File: src/rtl/hood_mode_sequencer.sv
`default_nettype none
// ============================================================================
// Module      : hood_mode_sequencer
// Description : Sequencing controller for the range-hood fan datapath. Turns
//               debounced front-panel buttons and a 1 Hz tick into the
//               mode_state code for the fan/timer block. Enforces menu entry,
//               the one-shot hurricane timeout and the forced level-2 purge
//               when hurricane is aborted from the menu.
//
// Parameters  : HURRICANE_SEC - hurricane run length in seconds (1..99)
//               PURGE_SEC     - level-2 purge length in seconds (1..99)
//
// Ports       : clk              - system clock
//               rst              - synchronous reset, active-high
//               tick_1s          - one-clk pulse per second
//               power_on         - level; low forces OFF
//               menu_btn         - debounced level, edge-detected here
//               mode1_btn        - debounced level, edge-detected here
//               mode2_btn        - debounced level, edge-detected here
//               mode3_btn        - debounced level, edge-detected here
//               mode_state       - 0 off, 1 level 1, 2 level 2, 3 hurricane
//               menu_active      - high while in MENU
//               hurricane_used   - hurricane consumed this power cycle
//               countdown_active - high in HURR or PURGE
//               countdown_sec    - remaining seconds in HURR/PURGE, else 0
//
// Revision    : 1.0 - initial release
// ============================================================================
module hood_mode_sequencer #(
    parameter int HURRICANE_SEC = 60,
    parameter int PURGE_SEC     = 60
) (
    input  logic       clk,
    input  logic       rst,
    input  logic       tick_1s,
    input  logic       power_on,
    input  logic       menu_btn,
    input  logic       mode1_btn,
    input  logic       mode2_btn,
    input  logic       mode3_btn,
    output logic [2:0] mode_state,
    output logic       menu_active,
    output logic       hurricane_used,
    output logic       countdown_active,
    output logic [6:0] countdown_sec
);

    localparam logic [6:0] c_hurr_load  = 7'(HURRICANE_SEC);
    localparam logic [6:0] c_purge_load = 7'(PURGE_SEC);

    // Button vector bit positions
    localparam int c_b_mode1 = 0;
    localparam int c_b_mode2 = 1;
    localparam int c_b_mode3 = 2;
    localparam int c_b_menu  = 3;

    typedef enum logic [2:0] {
        ST_OFF     = 3'd0,
        ST_STANDBY = 3'd1,
        ST_MENU    = 3'd2,
        ST_L1      = 3'd3,
        ST_L2      = 3'd4,
        ST_HURR    = 3'd5,
        ST_PURGE   = 3'd6
    } state_t;

    state_t     r_state;
    state_t     w_state_nxt;
    logic [6:0] r_count;
    logic [6:0] w_count_nxt;
    logic       r_hurr_used;
    logic       w_hurr_used_nxt;

    logic [3:0] w_btn;
    logic [3:0] r_btn_q;
    logic [3:0] w_press;

    // One-hot winner after priority resolution
    logic       w_win_menu;
    logic       w_win_mode3;
    logic       w_win_mode2;
    logic       w_win_mode1;

    logic [2:0] w_mode_state_nxt;
    logic       w_menu_active_nxt;
    logic       w_cd_active_nxt;

    logic [2:0] r_mode_state;
    logic       r_menu_active;
    logic       r_cd_active;
    logic [6:0] r_cd_sec;

    // ------------------------------------------------------------------
    // Edge detection. The history register resets to all-ones so a button
    // already held when reset releases is not seen as a fresh press.
    // ------------------------------------------------------------------
    assign w_btn   = {menu_btn, mode3_btn, mode2_btn, mode1_btn};
    assign w_press = w_btn & ~r_btn_q;

    always_ff @(posedge clk) begin
        if (rst) begin
            r_btn_q <= 4'b1111;
        end else begin
            r_btn_q <= w_btn;
        end
    end

    // Only the highest-priority press in a cycle is acted on:
    // menu > mode3 > mode2 > mode1.
    assign w_win_menu  = w_press[c_b_menu];
    assign w_win_mode3 = w_press[c_b_mode3] & ~w_press[c_b_menu];
    assign w_win_mode2 = w_press[c_b_mode2] & ~w_press[c_b_menu]
                       & ~w_press[c_b_mode3];
    assign w_win_mode1 = w_press[c_b_mode1] & ~w_press[c_b_menu]
                       & ~w_press[c_b_mode3] & ~w_press[c_b_mode2];

    // ------------------------------------------------------------------
    // State register
    // ------------------------------------------------------------------
    always_ff @(posedge clk) begin
        if (rst) begin
            r_state     <= ST_OFF;
            r_count     <= 7'd0;
            r_hurr_used <= 1'b0;
        end else begin
            r_state     <= w_state_nxt;
            r_count     <= w_count_nxt;
            r_hurr_used <= w_hurr_used_nxt;
        end
    end

    // ------------------------------------------------------------------
    // Next-state logic
    // ------------------------------------------------------------------
    always_comb begin
        w_state_nxt     = r_state;
        w_count_nxt     = r_count;
        w_hurr_used_nxt = r_hurr_used;

        if (!power_on) begin
            // Power loss outranks every button and tick and re-arms hurricane.
            w_state_nxt     = ST_OFF;
            w_count_nxt     = 7'd0;
            w_hurr_used_nxt = 1'b0;
        end else begin
            case (r_state)
                ST_OFF: begin
                    w_state_nxt = ST_STANDBY;
                end

                ST_STANDBY: begin
                    if (w_win_menu) begin
                        w_state_nxt = ST_MENU;
                    end
                end

                ST_MENU: begin
                    if (w_win_menu) begin
                        w_state_nxt = ST_STANDBY;
                    end else if (w_win_mode3) begin
                        // A refused hurricane request still consumes the
                        // cycle's press; lower-priority presses are dropped.
                        if (!r_hurr_used) begin
                            w_state_nxt     = ST_HURR;
                            w_count_nxt     = c_hurr_load;
                            w_hurr_used_nxt = 1'b1;
                        end
                    end else if (w_win_mode2) begin
                        w_state_nxt = ST_L2;
                    end else if (w_win_mode1) begin
                        w_state_nxt = ST_L1;
                    end
                end

                ST_L1, ST_L2: begin
                    // mode3 wins priority but is not actionable here.
                    if (w_win_menu) begin
                        w_state_nxt = ST_STANDBY;
                    end else if (w_win_mode2) begin
                        w_state_nxt = ST_L2;
                    end else if (w_win_mode1) begin
                        w_state_nxt = ST_L1;
                    end
                end

                ST_HURR: begin
                    // Menu abort beats a coincident tick, even at count 1.
                    if (w_win_menu) begin
                        w_state_nxt = ST_PURGE;
                        w_count_nxt = c_purge_load;
                    end else if (tick_1s) begin
                        if (r_count <= 7'd1) begin
                            w_state_nxt = ST_L2;
                            w_count_nxt = 7'd0;
                        end else begin
                            w_count_nxt = r_count - 7'd1;
                        end
                    end
                end

                ST_PURGE: begin
                    if (tick_1s) begin
                        if (r_count <= 7'd1) begin
                            w_state_nxt = ST_STANDBY;
                            w_count_nxt = 7'd0;
                        end else begin
                            w_count_nxt = r_count - 7'd1;
                        end
                    end
                end

                default: begin
                    w_state_nxt = ST_OFF;
                    w_count_nxt = 7'd0;
                end
            endcase
        end
    end

    // ------------------------------------------------------------------
    // Output decode from the next state, registered below so every output
    // is a flop and tracks the state register on the same edge.
    // ------------------------------------------------------------------
    always_comb begin
        w_mode_state_nxt  = 3'd0;
        w_menu_active_nxt = 1'b0;
        w_cd_active_nxt   = 1'b0;

        case (w_state_nxt)
            ST_L1:    w_mode_state_nxt = 3'd1;
            ST_L2:    w_mode_state_nxt = 3'd2;
            ST_PURGE: begin
                w_mode_state_nxt = 3'd2;
                w_cd_active_nxt  = 1'b1;
            end
            ST_HURR:  begin
                w_mode_state_nxt = 3'd3;
                w_cd_active_nxt  = 1'b1;
            end
            ST_MENU:  w_menu_active_nxt = 1'b1;
            default:  w_mode_state_nxt = 3'd0;
        endcase
    end

    always_ff @(posedge clk) begin
        if (rst) begin
            r_mode_state  <= 3'd0;
            r_menu_active <= 1'b0;
            r_cd_active   <= 1'b0;
            r_cd_sec      <= 7'd0;
        end else begin
            r_mode_state  <= w_mode_state_nxt;
            r_menu_active <= w_menu_active_nxt;
            r_cd_active   <= w_cd_active_nxt;
            // Count is only meaningful while a countdown is running.
            r_cd_sec      <= w_cd_active_nxt ? w_count_nxt : 7'd0;
        end
    end

    assign mode_state       = r_mode_state;
    assign menu_active      = r_menu_active;
    assign hurricane_used   = r_hurr_used;
    assign countdown_active = r_cd_active;
    assign countdown_sec    = r_cd_sec;

endmodule
`default_nettype wire

File: config.mk
export PLATFORM = sky130hd
export DESIGN_NAME = hood_mode_sequencer
export DESIGN_NICKNAME = d
export VERILOG_FILES = /design/src/rtl/hood_mode_sequencer.sv
export SDC_FILE = /design/constraint.sdc
export NUM_CORES = 1
export LEC_CHECK = 0
export CORE_ASPECT_RATIO = 0.75
export CORE_MARGIN = 5
export CORE_UTILIZATION = 53
export DETAILED_ROUTE_END_ITERATION = 8
export PLACE_DENSITY = 0.79
export SYNTH_ARGS = -nofsm -noshare
export SYNTH_HDL_FRONTEND = slang
export SYNTH_SLANG_ARGS = --single-unit
File: constraint.sdc
create_clock -name clk -period 2.9 [get_ports clk]
set_clock_uncertainty 0.05 [all_clocks]
set_input_delay 0.435 -clock clk [delete_from_list [all_inputs] [get_ports clk]]
set_output_delay 0.435 -clock clk [all_outputs]
set_load 0.01 [all_outputs]
==> flow_summary.toml, run 1 <==
[run_status]
outcome = "completed"

[yosys]
synth_edf_count = 0
yosys_register_bits = 26
syn_area_per_cell_um2 = 8.66
synth.distinct_cells = 54
synthTopCellsByArea = "dfxtp_1 (38%), nand2b_1 (4.1%), nor2_1 (3.8%), nor3_1 (3.3%), o21ai_0 (3.3%)"
seq_area_frac_synth_pct = 37.8
syn_nets = 169
synth_top_area_share_pct = 37.8
netlist_instances = 159
yosysTopAreaCell = "dfxtp_1"
async_reset_ff_share_pct = 0
ys.flop_type = "dfxtp_1"
netlist_area_um2 = 1380
ys.warnings.count = 0

[setup_path]
startpoint = "tick_1s"
path_max_fanout = 8
reg2reg_slack_ps = 400
ff2ff_path_depth = 8
crit_path_end = "countdown_sec[5]"
critPathKind = "in2reg"
rr_startpoint = "r_count[1]"
cp_slowest_cell = "or4b_1"
crit_arrival_ps = 2730
cpPeakStageDelay_ps = 580
reg2reg_to = "countdown_sec[0]"
crit_family = "simple AND/OR/NAND/NOR gates"
worstPathCellList = "clkdlybuf4s50_1 > or4b_1 > nor4_4 > or3b_2 > and4bb_2 > xnor2_2 > nor4_2"
cp.depth = 7
critPathRequiredTime_ps = 3090
cp-end-kind = "register"
critPathLaunchType = "primary input"
critPathBufInv = 1

[clocking]
path_clk_slew_ps = 140
cts_resized = 0
cts_htree_levels = 1
cts_buffer_depth = 2
cts_sinks = 26
cts_buffers = 3
insertion_delay_ps = 320
cts_post_setup_buffers_inserted = 0
tritoncts = "done"
clockRootBuffer = "clkbuf_4"
holdBufCountCts = 0

[detailed_routing]
num_vias = 1231
wire_per_inst_um = 14.9
vias_per_cell = 5.83
dr.pass1.iters = 4
drt_iter0_drc = 86
ant_nets = 0
routed_wirelength_um = 3140
post-route-drc-count = 0

[floorplanning]
rows = 16
initial_utilization_pct = 54.2
coreArea_um2 = 2540
die_h_um = 54.2
die_w_um = 68.9
dieArea_um2 = 3730
io_pins = 21

[global_route]
grt_max_degree = 20
antenna_found_initial = 0
track_usage_pct = 18.4
grt_overflow = 0
grt_pass1_vias = 1068
grt_pass1_wl_um = 5130

[sta]
min_period_ps = 2540
setup_viol = 0
fmax_ghz = 0.393
hold_viol_final = 0
drv_slew = 0
worstMarginPinSlew_ps = 580
rsz0062_at_grt = "no"
setup_tns_ps = 0
fin_crit_sh_pct = 87.7
slew_headroom_pct = 61.3

[power]
comb_power_share_pct = 8.0
p_leak_uw = 0.000592
seq_power_share_pct = 54.7
clkPwrFrac_pct = 37.3
p_sw_uw = 142
power.total_uw = 669
power.density_nw_per_um2 = 409
switching_share_pct = 21.2
vdd_ir_drop_max_v = 0.000374
p_int_uw = 527

[placed_design]
gp_congestion = 0.903
hpwl_um = 2420
io_buffers = 19

[finish]
final_cell_mix = "dfxtp_1 (26), clkdlybuf4s50_1 (19), nor2_1 (14)"
syn_to_final_growth_pct = 18.9
n_antenna_cell = 0
final_common_cell = "dfxtp_1"
drive_above_1_share_pct = 13.7
final_net_count = 186

[worst_hold_path]
hold_class = "reg2reg"

[flow_run]
maxCapViolCount = 0
## layout make-up
class / count / area (um2)
multi-input cells: 116 / 777
fillers: 236 / 905
clock buffers: 3 / 22.5
clock inverters: 1 / 30.0
flip-flops and latches: 26 / 520
inverters: 6 / 22.5
well taps: 36 / 45.0
repair buffers: 23 / 220
## state kept, by name, summed over array words and instances, names as in the netlist
register,cells
r_state,3
countdown_sec,7
r_btn_q,4
menu_active,1
countdown_active,1
mode_state,2
hurricane_used,1
r_count,7
## layer usage
layer	share of wire, %	global-route usage [%]	wire (um)	vias to the layer above
li1	-	-	-	612
met1	48	27.9	1510	575
met2	44	26.3	1380	41
met3	7.5	4.59	236	3
met4	0.35	2.91	11	0
met5	0	0	0	-
## cell usage after synthesis, drive strengths merged (2+ instances only)
cell type,n
inv,6
nand3,5
clkbuf,6
nor2,14
or4b,2
o21ai,9
nand2b,9
o41ai,3
dfxtp,26
nor3,9
xnor2,2
ha,2
o211ai,2
o31ai,2
nor3b,3
buf,5
nor4,6
a21oi,4
a221oi,4
nor2b,3
a211oi,2
or2,4
nand2,8
o21bai,2
## logic make-up after synthesis
family | count (synthesis) | share of synthesized area, %
AO/OA/AOI/OAI | 38 | 20.5
XOR/XNOR | 3 | 2.45
buffers and inverters | 17 | 5.81
multiplexers | 1 | 0.727
other | 1 | 0.272
adder cells (fa/ha/maj) | 2 | 1.82
flip-flops | 26 | 37.8
AND/OR/NAND/NOR | 71 | 30.6
## worst min path at each step
stage                endpoint  cells past startpoint      startpoint
2_1_floorplan      r_count[4]                      2      r_count[4]
3_3_place_gp   hurricane_used                      2  hurricane_used
3_5_place_dp   hurricane_used                      2  hurricane_used
4_1_cts        hurricane_used                      2  hurricane_used
5_1_grt        hurricane_used                      2  hurricane_used
6_report       hurricane_used                      2  hurricane_used
## power groups by stage
stage	Clock [uW]	Combinational [uW]	Sequential [uW]
2_1_floorplan	0	38.9	370
3_3_place_gp	0	51.5	374
3_5_place_dp	0	52.5	374
4_1_cts	253	52.9	366
5_1_grt	274	58.1	367
6_report	249	53.7	366
## worst reg2reg max path, cell delays in order (launching register included)
cell and delay, ps:
dfxtp_1 410, inv_1 110, ha_1 190, o21ba_2 310
nor4_4 60, or3b_2 510, and4bb_2 280, xnor2_2 370
nor3b_1 100
## metrics by stage
step / hold slack [ps] / instances / area, um2 / utilization [%] / worst slack, ps
2_1_floorplan: 462 / 159 / 1380 / - / 667
3_3_place_gp: 487 / 207 / 1590 / 62.4 / 137
3_5_place_dp: 483 / 207 / 1590 / 62.4 / 41.8
4_1_cts: 505 / 211 / 1640 / 64.4 / 386
5_1_grt: 536 / 211 / 1640 / 64.4 / 262
6_report: 508 / 211 / 1640 / 64.4 / 357
No activity file was read; power rests on OpenSTA's default activity.
==> run 2, diff against run 1 <==
Settings changed: PLACE_DENSITY 0.79 to 0.8.
==> run 2 against run 1 <==
  * Final cell count up 0.47%
  * Register-to-register slack lost 30 ps
  * Sequential share of layout area is 0.29 points higher
  * Sequential power hardly changed
  * Worst hold slack improved by 4.9 ps
  * Fmax shrank 1.5%
  * Global-route usage increased by 2.1 points
  * Non-clock buffer count grew 2
  * Clock-buffer cell count unchanged
  * Wire length up 7.3%
  * Highest routed layer unchanged
==> flow_summary.toml, run 2 (same netlist as run 1, synthesis figures left out) <==
[run_status]
outcome = "completed"

[setup_path]
critPathLaunchType = "primary input"
cp-end-kind = "register"
cpPeakStageDelay_ps = 580
critPathRequiredTime_ps = 3080
worstPathCellList = "clkdlybuf4s50_1 > or4b_1 > o41ai_2 > a211oi_1 > a211oi_2 > xnor2_2 > nor3b_1"
critPathKind = "in2reg"
path_max_fanout = 8
crit_arrival_ps = 2760
cp_slowest_cell = "or4b_1"

[finish]
final_cell_mix = "dfxtp_1 (26), clkdlybuf4s50_1 (19), nor2_1 (14)"
final_common_cell = "dfxtp_1"
final_net_count = 188
fill_cells = 213
syn_to_final_growth_pct = 17.8
n_antenna_cell = 0
drive_above_1_share_pct = 14.2

[detailed_routing]
num_vias = 1316
dr.pass1.iters = 5
top_layer_used = "met4"
wl_met1_um = 1370
routed_wirelength_um = 3370
wl_met2_um = 1550
ant_nets = 0
wl_met3_um = 412
post-route-drc-count = 0
drt_iter0_drc = 193
vias_per_cell = 6.21
wire_per_inst_um = 15.9

[floorplanning]
die_w_um = 68.9
die_h_um = 54.2
initial_utilization_pct = 54.2
rows = 16
dieArea_um2 = 3730
io_pins = 21
coreArea_um2 = 2540

[sta]
hold_viol_final = 0
worstMarginPinSlew_ps = 513
fin_crit_sh_pct = 89.0
fmax_ghz = 0.387
rsz0062_at_grt = "no"
fin_ws_ps = 319
setup_tns_ps = 0
slew_headroom_pct = 65.6
drv_slew = 0
setup_viol = 0
min_period_ps = 2580

[placed_design]
pre_cts_ws_ps = 21.3
hpwl_um = 2560
io_buffers = 19
gp_congestion = 0.949

[global_route]
antenna_found_initial = 0
grt_max_degree = 14
grt_overflow = 0
track_usage_pct = 20.5
grt_pass1_vias = 1186
grt_pass1_wl_um = 5660

[clocking]
cts_post_setup_buffers_inserted = 0
tritoncts = "done"
cts_resized = 0
cts_buffer_depth = 2
clockRootBuffer = "clkbuf_4"
cts_sinks = 26
cts_buffers = 3
cts_htree_levels = 1
insertion_delay_ps = 320
path_clk_slew_ps = 150
holdBufCountCts = 0

[power]
vdd_ir_drop_max_v = 0.000362
power.density_nw_per_um2 = 355
seq_power_share_pct = 63.4
clkPwrFrac_pct = 26.5
p_sw_uw = 139
switching_share_pct = 24.1
comb_power_share_pct = 10.1
p_int_uw = 437
p_leak_uw = 0.000589

[flow_run]
maxCapViolCount = 0

[worst_hold_path]
hold_class = "reg2reg"
## run 2: changes by cell type in the layout (fill, tap and decap cells not counted), sizes merged
cell,previous run,this run
bufinv,1,0
buf,4,6
## run 2: critical path, delay by kind of cell
family / cells / cell delay [ps]
buffers and inverters: 1 / 520
and+or+nand+nor: 2 / 820
xor gates and xnor gates: 1 / 200
AOI/OAI and AO/OA: 3 / 770
## run 2: power by group through the flow
stage | Clock [uW] | Sequential (uW) | Combinational (uW)
3_5_place_dp | 0 | 372 | 56.3
2_1_floorplan | 0 | 370 | 38.9
4_1_cts | 152 | 365 | 56.7
6_report | 153 | 365 | 58.1
5_1_grt | 166 | 366 | 62.6
3_3_place_gp | 0 | 372 | 54.5
## run 2: path summary, 6_finish.rpt
check                                    start          endpoint  slack (ps)  cells past startpoint
worst max-delay path                   tick_1s  countdown_sec[1]         320                      7
worst min-delay path            hurricane_used    hurricane_used         510                      2
worst max register to register      r_count[1]  countdown_sec[1]         370                      8
worst min register to register  hurricane_used    hurricane_used         510                      2
## run 2: area by class of cell
cell class                      count  area (um2)  share of cell area [%]
Clock buffer                        3        22.5                    1.39
Inverter                            6        22.5                    1.39
Multi-Input combinational cell    116         777                    47.9
Sequential cell                    26         520                    32.1
Tap cell                           36        45.0                    2.78
Timing Repair Buffer               25         235                    14.5
## run 2: routing by layer
metal  vias up  global-route usage, %
met2       100                   33.1
met5         -                      0
met1       596                   26.5
met4         0                   6.15
met3         7                   5.85
li1        613                      -
## run 2: through the flow
stage / hold slack [ps] / total power [uW] / utilization, % / cell area [um2] / cells
after floorplan: 462 / 409 / - / 1380 / 159
after global placement: 468 / 427 / 62.9 / 1600 / 209
after detailed placement: 493 / 429 / 62.9 / 1600 / 209
after CTS: 509 / 573 / 63.8 / 1620 / 212
after global routing: 555 / 595 / 63.8 / 1620 / 212
final: 513 / 576 / 63.8 / 1620 / 212
